`src/rtl/mult_share_arbiter_if.sv`:
```
// Handshake bundle between two requesters, the shared 4x4 multiplier
// and the arbiter. Ports: req/a/b per requester, gnt/res_* back to the
// requesters, mul_start/mul_a/mul_b out to the multiplier and
// mul_done/mul_out back from it.
// Modports: slave = arbiter side, master = requesters plus multiplier.
interface mult_share_arbiter_if;
    logic       req0;
    logic       req1;
    logic [3:0] a0;
    logic [3:0] b0;
    logic [3:0] a1;
    logic [3:0] b1;
    logic       gnt0;
    logic       gnt1;
    logic       busy;
    logic       res_valid;
    logic       res_id;
    logic [7:0] res;
    logic       err;
    logic       mul_start;
    logic [3:0] mul_a;
    logic [3:0] mul_b;
    logic       mul_done;
    logic [7:0] mul_out;

    modport slave (
        input  req0, req1, a0, b0, a1, b1, mul_done, mul_out,
        output gnt0, gnt1, busy, res_valid, res_id, res, err,
        output mul_start, mul_a, mul_b
    );

    modport master (
        output req0, req1, a0, b0, a1, b1, mul_done, mul_out,
        input  gnt0, gnt1, busy, res_valid, res_id, res, err,
        input  mul_start, mul_a, mul_b
    );
endinterface

```
`src/rtl/mult_share_arbiter.sv`:
```
// Round-robin arbiter sharing one sequential 4x4 multiplier between two
// requesters, with a watchdog that aborts an operation never completed.
// Ports: clk, rst (sync, active-high), bus (slave modport: requests,
// operands, grants, tagged result, multiplier start/operands/done).
module mult_share_arbiter #(
    parameter int unsigned TIMEOUT = 15
) (
    input  logic                  clk,
    input  logic                  rst,
    mult_share_arbiter_if.slave   bus
);

    typedef enum logic [1:0] {
        S_IDLE  = 2'd0,
        S_START = 2'd1,
        S_WAIT  = 2'd2,
        S_RESP  = 2'd3
    } state_t;

    localparam logic [7:0] TO_W = 8'(TIMEOUT);

    state_t     state_q, state_d;
    logic       last_q, last_d;
    logic       cur_q, cur_d;
    logic       res_id_q, res_id_d;
    logic [7:0] wcnt_q, wcnt_d;
    logic [3:0] mul_a_q, mul_a_d;
    logic [3:0] mul_b_q, mul_b_d;
    logic [7:0] res_q, res_d;
    logic       err_q, err_d;
    logic       win;

    // On a tie the requester that was not served last wins.
    assign win = (bus.req0 && bus.req1) ? ~last_q : bus.req1;

    always_ff @(posedge clk) begin
        if (rst) begin
            state_q  <= S_IDLE;
            last_q   <= 1'b1;
            cur_q    <= 1'b0;
            res_id_q <= 1'b0;
            wcnt_q   <= 8'd0;
            mul_a_q  <= 4'd0;
            mul_b_q  <= 4'd0;
            res_q    <= 8'd0;
            err_q    <= 1'b0;
        end else begin
            state_q  <= state_d;
            last_q   <= last_d;
            cur_q    <= cur_d;
            res_id_q <= res_id_d;
            wcnt_q   <= wcnt_d;
            mul_a_q  <= mul_a_d;
            mul_b_q  <= mul_b_d;
            res_q    <= res_d;
            err_q    <= err_d;
        end
    end

    always_comb begin
        state_d  = state_q;
        last_d   = last_q;
        cur_d    = cur_q;
        res_id_d = res_id_q;
        wcnt_d   = wcnt_q;
        mul_a_d  = mul_a_q;
        mul_b_d  = mul_b_q;
        res_d    = res_q;
        err_d    = err_q;
        unique case (state_q)
            S_IDLE: begin
                if (bus.req0 || bus.req1) begin
                    cur_d   = win;
                    mul_a_d = win ? bus.a1 : bus.a0;
                    mul_b_d = win ? bus.b1 : bus.b0;
                    state_d = S_START;
                end
            end
            S_START: begin
                wcnt_d  = 8'd0;
                state_d = S_WAIT;
            end
            S_WAIT: begin
                if (wcnt_q != 8'hFF) begin
                    wcnt_d = wcnt_q + 8'd1;
                end
                // wcnt==0 masks a done left over from the previous op.
                if (wcnt_q != 8'd0 && bus.mul_done) begin
                    res_d    = bus.mul_out;
                    err_d    = 1'b0;
                    res_id_d = cur_q;
                    state_d  = S_RESP;
                end else if (wcnt_q == TO_W) begin
                    res_d    = 8'd0;
                    err_d    = 1'b1;
                    res_id_d = cur_q;
                    state_d  = S_RESP;
                end
            end
            S_RESP: begin
                last_d  = cur_q;
                state_d = S_IDLE;
            end
        endcase
    end

    assign bus.busy      = (state_q != S_IDLE);
    assign bus.gnt0      = bus.busy && !cur_q;
    assign bus.gnt1      = bus.busy && cur_q;
    assign bus.mul_start = (state_q == S_START);
    assign bus.res_valid = (state_q == S_RESP);
    assign bus.res_id    = res_id_q;
    assign bus.res       = res_q;
    assign bus.err       = err_q;
    assign bus.mul_a     = mul_a_q;
    assign bus.mul_b     = mul_b_q;

endmodule
```
`src/flat_wrapper.sv`:
```
// flat-port wrapper written by rule: the top's interface ports become plain ports
module mult_share_arbiter_flat 
#(
    parameter int unsigned TIMEOUT = 15
)
  (clk, rst, bus_req0, bus_req1, bus_a0, bus_b0, bus_a1, bus_b1, bus_mul_done, bus_mul_out, bus_gnt0, bus_gnt1, bus_busy, bus_res_valid, bus_res_id, bus_res, bus_err, bus_mul_start, bus_mul_a, bus_mul_b);
  mult_share_arbiter_if bus_i ();
  input  logic clk;
  input  logic rst;
  input wire logic [$bits(bus_i.req0)-1:0] bus_req0;
  input wire logic [$bits(bus_i.req1)-1:0] bus_req1;
  input wire logic [$bits(bus_i.a0)-1:0] bus_a0;
  input wire logic [$bits(bus_i.b0)-1:0] bus_b0;
  input wire logic [$bits(bus_i.a1)-1:0] bus_a1;
  input wire logic [$bits(bus_i.b1)-1:0] bus_b1;
  input wire logic [$bits(bus_i.mul_done)-1:0] bus_mul_done;
  input wire logic [$bits(bus_i.mul_out)-1:0] bus_mul_out;
  output wire logic [$bits(bus_i.gnt0)-1:0] bus_gnt0;
  output wire logic [$bits(bus_i.gnt1)-1:0] bus_gnt1;
  output wire logic [$bits(bus_i.busy)-1:0] bus_busy;
  output wire logic [$bits(bus_i.res_valid)-1:0] bus_res_valid;
  output wire logic [$bits(bus_i.res_id)-1:0] bus_res_id;
  output wire logic [$bits(bus_i.res)-1:0] bus_res;
  output wire logic [$bits(bus_i.err)-1:0] bus_err;
  output wire logic [$bits(bus_i.mul_start)-1:0] bus_mul_start;
  output wire logic [$bits(bus_i.mul_a)-1:0] bus_mul_a;
  output wire logic [$bits(bus_i.mul_b)-1:0] bus_mul_b;
  assign bus_i.req0 = bus_req0;
  assign bus_i.req1 = bus_req1;
  assign bus_i.a0 = bus_a0;
  assign bus_i.b0 = bus_b0;
  assign bus_i.a1 = bus_a1;
  assign bus_i.b1 = bus_b1;
  assign bus_i.mul_done = bus_mul_done;
  assign bus_i.mul_out = bus_mul_out;
  assign bus_gnt0 = bus_i.gnt0;
  assign bus_gnt1 = bus_i.gnt1;
  assign bus_busy = bus_i.busy;
  assign bus_res_valid = bus_i.res_valid;
  assign bus_res_id = bus_i.res_id;
  assign bus_res = bus_i.res;
  assign bus_err = bus_i.err;
  assign bus_mul_start = bus_i.mul_start;
  assign bus_mul_a = bus_i.mul_a;
  assign bus_mul_b = bus_i.mul_b;
  mult_share_arbiter #(.TIMEOUT(TIMEOUT)) u_core (.clk(clk), .rst(rst), .bus(bus_i));
endmodule
```
`config.mk`:
```
export PLATFORM = sky130hd
export DESIGN_NAME = mult_share_arbiter_flat
export DESIGN_NICKNAME = d
export VERILOG_FILES = /design/src/rtl/mult_share_arbiter_if.sv /design/src/rtl/mult_share_arbiter.sv /design/src/flat_wrapper.sv
export SDC_FILE = /design/constraint.sdc
export NUM_CORES = 1
export LEC_CHECK = 0
export ABC_AREA = 1
export CORE_AREA = 2 2 59 61
export CTS_BUF_LIST = sky130_fd_sc_hd__clkbuf_4
export CTS_CLUSTER_DIAMETER = 40
export CTS_CLUSTER_SIZE = 10
export DETAILED_ROUTE_END_ITERATION = 8
export DIE_AREA = 0 0 61 63
export GPL_TIMING_DRIVEN = 1
export PLACE_DENSITY = 0.84
export SLEW_MARGIN = 15
export SYNTH_ARGS = -nofsm -noshare
export SYNTH_HDL_FRONTEND = slang
export SYNTH_SLANG_ARGS = --single-unit
export TNS_END_PERCENT = 1
```
`constraint.sdc`:
```
create_clock -name clk -period 3.6 [get_ports clk]
set_input_delay 0.9 -clock clk [delete_from_list [all_inputs] [get_ports clk]]
set_output_delay 0.9 -clock clk [all_outputs]
set_load 0.01 [all_outputs]
```
# Word-level counts from Yosys, hierarchy flattened
# Index checks and enable logic that the tools add are counted.
# classes
muxes,15
bitwise,1
div_mod_pow,0
add_sub_neg,1
n_mul,0
n_shift,0
magnitude_cmp,0
n_eq_ne,8
reduce_logical,15
# op_table
operator,n
8-bit 2-to-1 mux,3
8-bit case mux with 2 select lines,1
"8-bit by 1-bit adder with 8-bit output, second input constant",1
"8-bit by 4-bit == test with 1-bit output, second input constant",1
4-bit 2-to-1 mux,2
"8-bit != test, second input constant",1
2-bit case mux with 4 select lines,1
2-bit AND reduction,4
8-bit nonzero test,1
2-bit 2-to-1 mux,3
2-bit nonzero test,3
1-bit 2-to-1 mux,5
"2-bit == test, second input constant",2
1-bit logical AND,4
"2-bit by 1-bit != test with 1-bit output, second input constant",2
"3-bit by 1-bit != test with 1-bit output, second input constant",1
"2-bit by 1-bit == test with 1-bit output, second input constant",1
2-bit zero test,1
1-bit zero test,1
1-bit logical OR,1
1-bit inverter,1
# word_totals
out_inout_bits,23
wordCells,49
memories,0
ramBits,0
romBits,0
ff_bits,30
inputBits,29
latchBits,0

# Depth between registers and ports, before layout
# Gate-level depths: netlist of the first run.
# logic_depth
ltp_word,4
mapped_depth,10
mapped_depth_nobuf,10

# Least setup slack after synthesis of the first run
# OpenSTA, ideal clock, no wires.
# synth_timing
path_type,reg-to-output
startpoint,register u_core.state_q[0]
endpoint,output port bus_gnt1
required_time_ns,2.700
path_stages_with_launch,4
slack_ns,1.858
path_buffers,0
t_arrival_ns,0.842
cell_sequence,dfxtp_1 inv_1 ha_1 nor2_1
# synth_via
elab_chain_len,2
# synth_rtl
element,line,rtl
from (decl),mult_share_arbiter.sv:22,"state_t state_q, state_d;"
from (signal assigned),mult_share_arbiter.sv:48,state_q <= state_d;
2-bit nonzero test,mult_share_arbiter.sv:107,assign bus.busy = (state_q != S_IDLE);
1-bit logical AND,mult_share_arbiter.sv:109,assign bus.gnt1 = bus.busy && cur_q;
to (decl),flat_wrapper.sv:19,output wire logic [$bits(bus_i.gnt1)-1:0] bus_gnt1;
# Every way passes these cells.

# Worst setup path after layout of the first run
# layout_timing
startpoint,register u_core.state_q[0]
endpoint,output port bus_busy
# layout_via
elab_chain_len,1
# layout_rtl
element,line,rtl
2-bit nonzero test,mult_share_arbiter.sv:107,
to (decl),flat_wrapper.sv:20,output wire logic [$bits(bus_i.busy)-1:0] bus_busy;
# Every way passes these cells.

==> results of run 1 <==
==> kinds of logic (layout without fill, tap and decap cells) <==
group | Yosys count | after routing | synth area share [%]
and+or+nand+nor | 99 | 99 | 31.46
DFF | 30 | 30 | 39.12
AOI/OAI and AO/OA | 44 | 44 | 16.14
adders and majority gates | 7 | 7 | 5.705
buffers and inverters | 29 | 81 | 7.579
==> power groups by stage <==
| stage | Sequential [µW] | Combinational [µW] | Clock, µW |
|---|---|---|---|
| finish | 435 | 586 | 200 |
| global route | 446 | 655 | 222 |
| CTS | 435 | 591 | 207 |
| detailed placement | 442 | 584 | 0 |
| global placement | 442 | 580 | 0 |
| floorplan | 453 | 359 | 0 |
==> cell type report <==
class,instances,area share (%)
clock buffer,7,2.472
inverter,23,4.061
multi-input combinational,150,38.49
sequential,30,28.25
tap,46,2.707
timing repair buffer,51,24.01
==> cell usage in the layout (no fill, tap or decap), types with 2 or more instances in the layout <==
cell and instances:
sky130_fd_sc_hd__a21oi_1 19, sky130_fd_sc_hd__clkbuf_4 7, sky130_fd_sc_hd__dfxtp_1 30, sky130_fd_sc_hd__nor2_2 2, sky130_fd_sc_hd__nand3_1 16, sky130_fd_sc_hd__nand2_2 5, sky130_fd_sc_hd__nand2_1 42, sky130_fd_sc_hd__a31oi_1 10
sky130_fd_sc_hd__nand4_1 9, sky130_fd_sc_hd__nand2_4 2, sky130_fd_sc_hd__o21ai_0 12, sky130_fd_sc_hd__nor3_1 2, sky130_fd_sc_hd__inv_1 23, sky130_fd_sc_hd__ha_1 7, sky130_fd_sc_hd__clkdlybuf4s50_1 51, sky130_fd_sc_hd__nor2_1 17
==> worst max path at each step <==
stage,start,end,slack (ns),cells past startpoint
after floorplan,u_core.state_q[0],bus_gnt1,1.86,3
after global placement,rst,u_core.bus.mul_a[2],1.25,4
after detailed placement,rst,u_core.wcnt_q[2],1.18,4
after CTS,u_core.state_q[0],bus_gnt1,0.92,4
after global routing,u_core.state_q[0],bus_gnt1,0.82,4
final,u_core.state_q[0],bus_busy,0.94,4
==> cells in the mapped netlist <==
| library cell | n | area share, % |
|---|---|---|
| sky130_fd_sc_hd__a21oi_1 | 19 | 6.2 |
| sky130_fd_sc_hd__a21oi_4 | 1 | 1.1 |
| sky130_fd_sc_hd__a31oi_1 | 10 | 4.1 |
| sky130_fd_sc_hd__buf_2 | 3 | 0.98 |
| sky130_fd_sc_hd__buf_4 | 1 | 0.49 |
| sky130_fd_sc_hd__clkbuf_1 | 2 | 0.49 |
| sky130_fd_sc_hd__dfxtp_1 | 30 | 39 |
| sky130_fd_sc_hd__ha_1 | 7 | 5.7 |
| sky130_fd_sc_hd__inv_1 | 23 | 5.6 |
| sky130_fd_sc_hd__nand2_1 | 42 | 10 |
| sky130_fd_sc_hd__nand2_2 | 5 | 2.0 |
| sky130_fd_sc_hd__nand2_4 | 2 | 1.5 |
| sky130_fd_sc_hd__nand3_1 | 16 | 5.2 |
| sky130_fd_sc_hd__nand3_2 | 1 | 0.65 |
| sky130_fd_sc_hd__nand3_4 | 1 | 1.1 |
| sky130_fd_sc_hd__nand4_1 | 9 | 3.7 |
| sky130_fd_sc_hd__nor2_1 | 17 | 4.2 |
| sky130_fd_sc_hd__nor2_2 | 2 | 0.81 |
| sky130_fd_sc_hd__nor2_4 | 1 | 0.73 |
| sky130_fd_sc_hd__nor3_1 | 2 | 0.65 |
| sky130_fd_sc_hd__nor3_2 | 1 | 0.65 |
| sky130_fd_sc_hd__o21ai_0 | 12 | 3.9 |
| sky130_fd_sc_hd__o21ai_1 | 1 | 0.33 |
| sky130_fd_sc_hd__o21ai_2 | 1 | 0.57 |
==> state kept, by name, summed over array words and instances, names as in the netlist <==
register           flops
u_core.bus.err         1
u_core.last_q          1
u_core.bus.mul_a       4
u_core.state_q         2
u_core.wcnt_q          8
u_core.bus.res         8
u_core.bus.res_id      1
u_core.cur_q           1
u_core.bus.mul_b       4
==> per-layer routing <==
layer / vias up / wire length (µm)
li1: 801 / -
met1: 688 / 1522
met2: 50 / 1644
met3: 7 / 326
met4: 0 / 35
met5: - / 0
==> metrics by stage <==
step | hold WS (ns) | worst slack (ns)
3_3_place_gp | 0.4606 | 1.250
3_5_place_dp | 0.4711 | 1.175
6_report | 0.4794 | 0.9424
2_1_floorplan | 0.4454 | 1.858
4_1_cts | 0.4849 | 0.9177
5_1_grt | 0.5039 | 0.8209
==> critical path, stage by stage, from the launching register on <==
cell                              delay, ns
sky130_fd_sc_hd__dfxtp_1               0.39
sky130_fd_sc_hd__inv_1                 0.10
sky130_fd_sc_hd__ha_1                  0.25
sky130_fd_sc_hd__inv_1                 0.14
sky130_fd_sc_hd__clkdlybuf4s50_1       0.55
==> results by group, run 1 <==
Global routing
  • Pin count of the biggest net entering global routing: 19
  • Remaining Overflow, GRT: 0
  • Met2 capacity usage during global routing: 31.85%
  • First-pass GRT wire length: 5947 µm
  • Via count of the first global-routing pass: 1418
  • Met3 global-route usage: 10.35%
  • Met1 usage: 23.85%
  • Busiest layer in global routing: met2
  • Initial antenna violation count: 0
  • Total global-route track usage: 20.27%

CTS
  • Clock Tree Root: sky130_fd_sc_hd__clkbuf_4
  • Largest buffer count on any clock path: 2
  • Clk pin slew, worst setup/hold paths: 0.09 ns
  • PostCTS Resize Cnt: 0
  • TritonCTS clock tree: built
  • Number of buffers created by CTS: 5
  • Clock latency at the later pin of the worst-skew pair: 0.33 ns
  • # hold bufs at CTS: 0
  • Buffer count from post-CTS setup fixing: 0
  • CTS HTree Levels: 2
  • CTS Sinks: 30

Timing
  • RSZ-0062 raised after global routing: no
  • Worst-case headroom to the max-slew limit: 50.69%
  • Fin Setup TNS: 0 ns
  • Largest clock skew in the final design: 0.008264 ns
  • Hold Fails Final Rpt: 0
  • Post-route minimum period: 2.658 ns
  • Max frequency: 0.3763 GHz
  • Slew Viols, Final: 0
  • # setup viols final: 0
  • Part of the cycle the worst path needs: 73.82%
  • Transition at the pin with the smallest max-transition slack: 0.7396 ns

Placed design
  • Count of port buffers added during placement: 51
  • Instance count after placement with tap cells included: 300
  • Post-DP Area: 2073 µm²
  • Sum of net half-perimeters after detailed placement: 2619 µm
  • Routability-driven placement congestion ratio: 0.8523

Logic synthesis
  • Number of distinct library cells after synthesis: 24
  • Number of warnings reported in the yosys synthesis log: 0
  • Netlist area before placement: 1535 µm²
  • Post-synthesis average cell area: 7.346 µm²
  • Seq cells post-synth: 30
  • Net count after synthesis: 245
  • Fraction of the yosys area taken by sequential cells: 39.12%
  • Gate count after technology mapping: 209

Power and ir drop
  • Switching power: 484.8 µW
  • Combinational cell fraction of total power: 48.0%
  • Final Power: 1221 µW
  • Part of the total power dissipated in the clock network: 16.3%
  • Leakage dissipation: 0.0008543 µW
  • Internal power of the cells: 735.7 µW
  • Sequential power share: 35.7%
  • Net switching fraction of the power: 39.72%
  • Maximum vdd ir drop: 0.2970 mV
  • Power density relative to cell area: 574.2 nW/µm²

Detailed routing
  • Post-detailed-route DRC marker count: 0
  • Final routed wire length divided by cell count: 11.50 µm
  • Detailed router's first-iteration violation count: 84
  • Number of antenna-violating nets in the routed design: 0
  • Vias per std cell: 5.036
  • Vias post-DR: 1546
  • Drt first pass iters: 4
  • Overall routed net length: 3529 µm

Hold path
  • Worst hold path startpoint: u_core.last_q
  • Class of the most critical hold timing path: flop to flop
  • Hold Path Cell Cnt: 2
  • Endpoint, Worst Hold: u_core.last_q

Layout
  • Number of antenna repair diodes: 0
  • Cell Count, Final, Fillers Out: 307
  • Multi-input gate area in the final layout: 818.3 µm²
  • Final core utilization: 65.78%
  • Fraction of final layout cells sized beyond drive strength 1: 8.429%
  • Final-stage net count: 297
  • Register cell area after layout: 600.6 µm²
  • Syn-to-layout area delta: 38.47%
  • Final instance area: 2126 µm²
  • Total of fill cells in the finished design: 305

Floorplan
  • DIE AREA: 3843 µm²
  • Height of the die: 63 µm
  • Standard-cell rows: 21
  • Starting utilization of the core area: 47.50%
  • Die width: 61 µm
  • Placeable core region: 3232 µm²
  • Boundary Pins: 52

Worst setup path
  • Destination of the worst register-to-register timing path: u_core.wcnt_q[3]
  • Setup CP Type: flop to primary output
  • Critical path data arrival time: 1.76 ns
  • FF-to-FF path depth: 6
  • WP data required: 2.70 ns
  • Reg-to-Reg Start: u_core.state_q[0]
  • Top fanout value on the critical path: 4
  • Nature of the critical path endpoint: primary output
  • Worst setup SP type: flop
  • Worst R2R Setup Slack: 1.70 ns

Job
  • Number of maximum-capacitance violations: 0

Run status
  • Outcome: finished, final reports clean
No activity file was read; power rests on OpenSTA's default activity.
==> run 2: changes to the inputs <==
- CORE_AREA: 2 2 59 61 -> 2 2 64 66
- DIE_AREA: 0 0 61 63 -> 0 0 66 68
- PLACE_DENSITY: 0.84 -> 0.75
- clock period: 3.6 -> 2.4 ns (I/O delays scaled with it)
==> results by group, run 2 (synthesis gave the netlist of run 1 again) <==
Worst setup path
  • Cell family with the largest share of critical-path delay: buffers and inverters
  • Buffering stage count on the worst path with inverters included: 2
  • Worst path max stage delay: 0.55 ns
  • FF-to-FF path depth: 8
  • Destination of the worst register-to-register timing path: u_core.bus.res_id
  • Nature of the critical path endpoint: primary output
  • Worst setup SP type: flop
  • Worst R2R Setup Slack: 0.83 ns
  • WP data required: 1.80 ns
  • Master of the slowest instance on the critical path: sky130_fd_sc_hd__clkdlybuf4s50_1
  • Setup CP Type: flop to primary output
  • Top fanout value on the critical path: 4
  • Critical path data arrival time: 1.71 ns
  • Critical path cell sequence: inv_1 -> ha_1 -> nor2_1 -> clkdlybuf4s50_1
  • Reg-to-Reg Start: u_core.state_q[0]
  • Startpoint of the most critical setup path: u_core.state_q[0]

Power and ir drop
  • Maximum vdd ir drop: 0.6174 mV
  • Net switching fraction of the power: 38.56%
  • Internal power of the cells: 1194 µW
  • Sequential power share: 33.8%
  • Final Power: 1944 µW
  • Leakage dissipation: 0.0008761 µW
  • Power density relative to cell area: 893.7 nW/µm²
  • Part of the total power dissipated in the clock network: 20.1%
  • Switching power: 749.3 µW
  • Combinational cell fraction of total power: 46.0%

Floorplan
  • Height of the die: 68 µm
  • DIE AREA: 4488 µm²
  • Placeable core region: 3856 µm²
  • Die width: 66 µm
  • Starting utilization of the core area: 39.81%
  • Boundary Pins: 52
  • Standard-cell rows: 23

Detailed routing
  • Number of antenna-violating nets in the routed design: 0
  • Overall routed net length: 3650 µm
  • Drt first pass iters: 4
  • Final routed wire length divided by cell count: 11.62 µm
  • Detailed router's first-iteration violation count: 100
  • Vias per std cell: 5.019
  • Vias post-DR: 1576
  • Post-detailed-route DRC marker count: 0

Hold path
  • Hold Path Cell Cnt: 2
  • Worst hold path startpoint: u_core.last_q
  • Class of the most critical hold timing path: flop to flop
  • Endpoint, Worst Hold: u_core.last_q

CTS
  • CTS Sinks: 30
  • TritonCTS clock tree: built
  • CTS HTree Levels: 2
  • Number of buffers created by CTS: 5
  • Buffer count from post-CTS setup fixing: 0
  • Clk pin slew, worst setup/hold paths: 0.10 ns
  • Clock Tree Root: sky130_fd_sc_hd__clkbuf_4
  • Clock latency at the later pin of the worst-skew pair: 0.33 ns
  • Largest buffer count on any clock path: 2

Layout
  • Fraction of final layout cells sized beyond drive strength 1: 9.848%
  • Highest-count cells in the layout ignoring fill and taps: 51 x sky130_fd_sc_hd__clkdlybuf4s50_1, 42 x sky130_fd_sc_hd__nand2_1, 28 x sky130_fd_sc_hd__dfxtp_1, 23 x sky130_fd_sc_hd__inv_1, 19 x sky130_fd_sc_hd__a21oi_1
  • Syn-to-layout area delta: 41.65%
  • Final core utilization: 56.39%
  • Final-stage net count: 300
  • Number of antenna repair diodes: 0
  • Most common cell after layout, fill and taps aside: sky130_fd_sc_hd__clkdlybuf4s50_1

Job
  • Number of maximum-capacitance violations: 0

Timing
  • Fin Setup TNS: 0 ns
  • RSZ-0062 raised after global routing: no
  • Hold Fails Final Rpt: 0
  • Worst-case headroom to the max-slew limit: 70.00%
  • Largest clock skew in the final design: 0.01109 ns
  • Transition at the pin with the smallest max-transition slack: 0.4495 ns
  • Max frequency: 0.4325 GHz
  • Slew Viols, Final: 0
  • Post-route minimum period: 2.312 ns
  • # setup viols final: 0
  • Part of the cycle the worst path needs: 96.34%

Global routing
  • Initial antenna violation count: 0
  • First-pass GRT wire length: 5733 µm
  • Total global-route track usage: 16.67%
  • Pin count of the biggest net entering global routing: 19
  • Via count of the first global-routing pass: 1300
  • Remaining Overflow, GRT: 0

Placed design
  • Routability-driven placement congestion ratio: 0.8158
  • Count of port buffers added during placement: 51
  • Sum of net half-perimeters after detailed placement: 2693 µm

Run status
  • Outcome: finished, final reports clean
## run 2: cell types whose count changed in the layout (fill, tap and decap cells not counted)
cell                        delta
sky130_fd_sc_hd__dfxtp_2       +2
sky130_fd_sc_hd__bufinv_16     +1
sky130_fd_sc_hd__buf_4         +3
sky130_fd_sc_hd__clkbuf_4      -2
sky130_fd_sc_hd__dfxtp_1       -2
sky130_fd_sc_hd__clkinv_1      +1
## run 2: layer usage
layer	part of all wire (%)	global-route usage (%)	vias up	wire, µm
met5	0	0	-	0
met4	0.93	4.592	0	34
met3	8.8	7.401	6	320
met2	45	26.26	54	1632
met1	46	20.80	703	1663
li1	-	-	813	-
## run 2: area by class of cell
class                      count  area (µm²)
sequential                    30       603.1
clock inverter                 2       33.78
timing repair buffer          54       533.0
inverter                      23       86.33
multi-input combinational    150       818.3
clock buffer                   5       37.54
fill                         386        1682
tap                           50       62.56
## run 2: worst max-delay path by stage
stage          endpoint  slack (ns)  cells past startpoint
5_1_grt        bus_busy       0.004                      4
6_report       bus_gnt1        0.09                      4
3_3_place_gp   bus_busy        0.45                      4
3_5_place_dp   bus_gnt1        0.41                      4
2_1_floorplan  bus_gnt1        0.96                      3
4_1_cts        bus_gnt1        0.02                      4
## run 2: worst register-to-register path, cell delays in order, from the launching register on
cell                      delay (ns)
sky130_fd_sc_hd__dfxtp_2        0.35
sky130_fd_sc_hd__inv_1          0.10
sky130_fd_sc_hd__ha_1           0.35
sky130_fd_sc_hd__buf_4          0.27
sky130_fd_sc_hd__nand2_2        0.16
sky130_fd_sc_hd__nand2_2        0.11
sky130_fd_sc_hd__nand2_1        0.05
sky130_fd_sc_hd__nand2_1        0.05
sky130_fd_sc_hd__nor2_1         0.04
## run 2: timing repair
item / in CTS / in global routing
hold buffers: 0 / 0
setup endpoints to repair: 0 / 3
resized for setup: 0 / 2
## run 2: power groups by stage
| stage | clock [µW] | combinational, µW | sequential, µW |
|---|---|---|---|
| after floorplan | 0 | 538 | 680 |
| after global placement | 0 | 890 | 660 |
| after detailed placement | 0 | 893 | 664 |
| after CTS | 399 | 900 | 653 |
| after global routing | 421 | 995 | 671 |
| final | 391 | 894 | 658 |
## run 2: metrics by stage
step / worst slack, ns / instances / hold WS [ns] / cell area [µm²]
6_report: 0.08778 / 314 / 0.4820 / 2175
5_1_grt: 0.003920 / 314 / 0.5069 / 2175
4_1_cts: 0.02025 / 314 / 0.4852 / 2172
3_5_place_dp: 0.4134 / 307 / 0.4676 / 2101
3_3_place_gp: 0.4471 / 307 / 0.4645 / 2101
2_1_floorplan: 0.9579 / 209 / 0.4454 / 1535
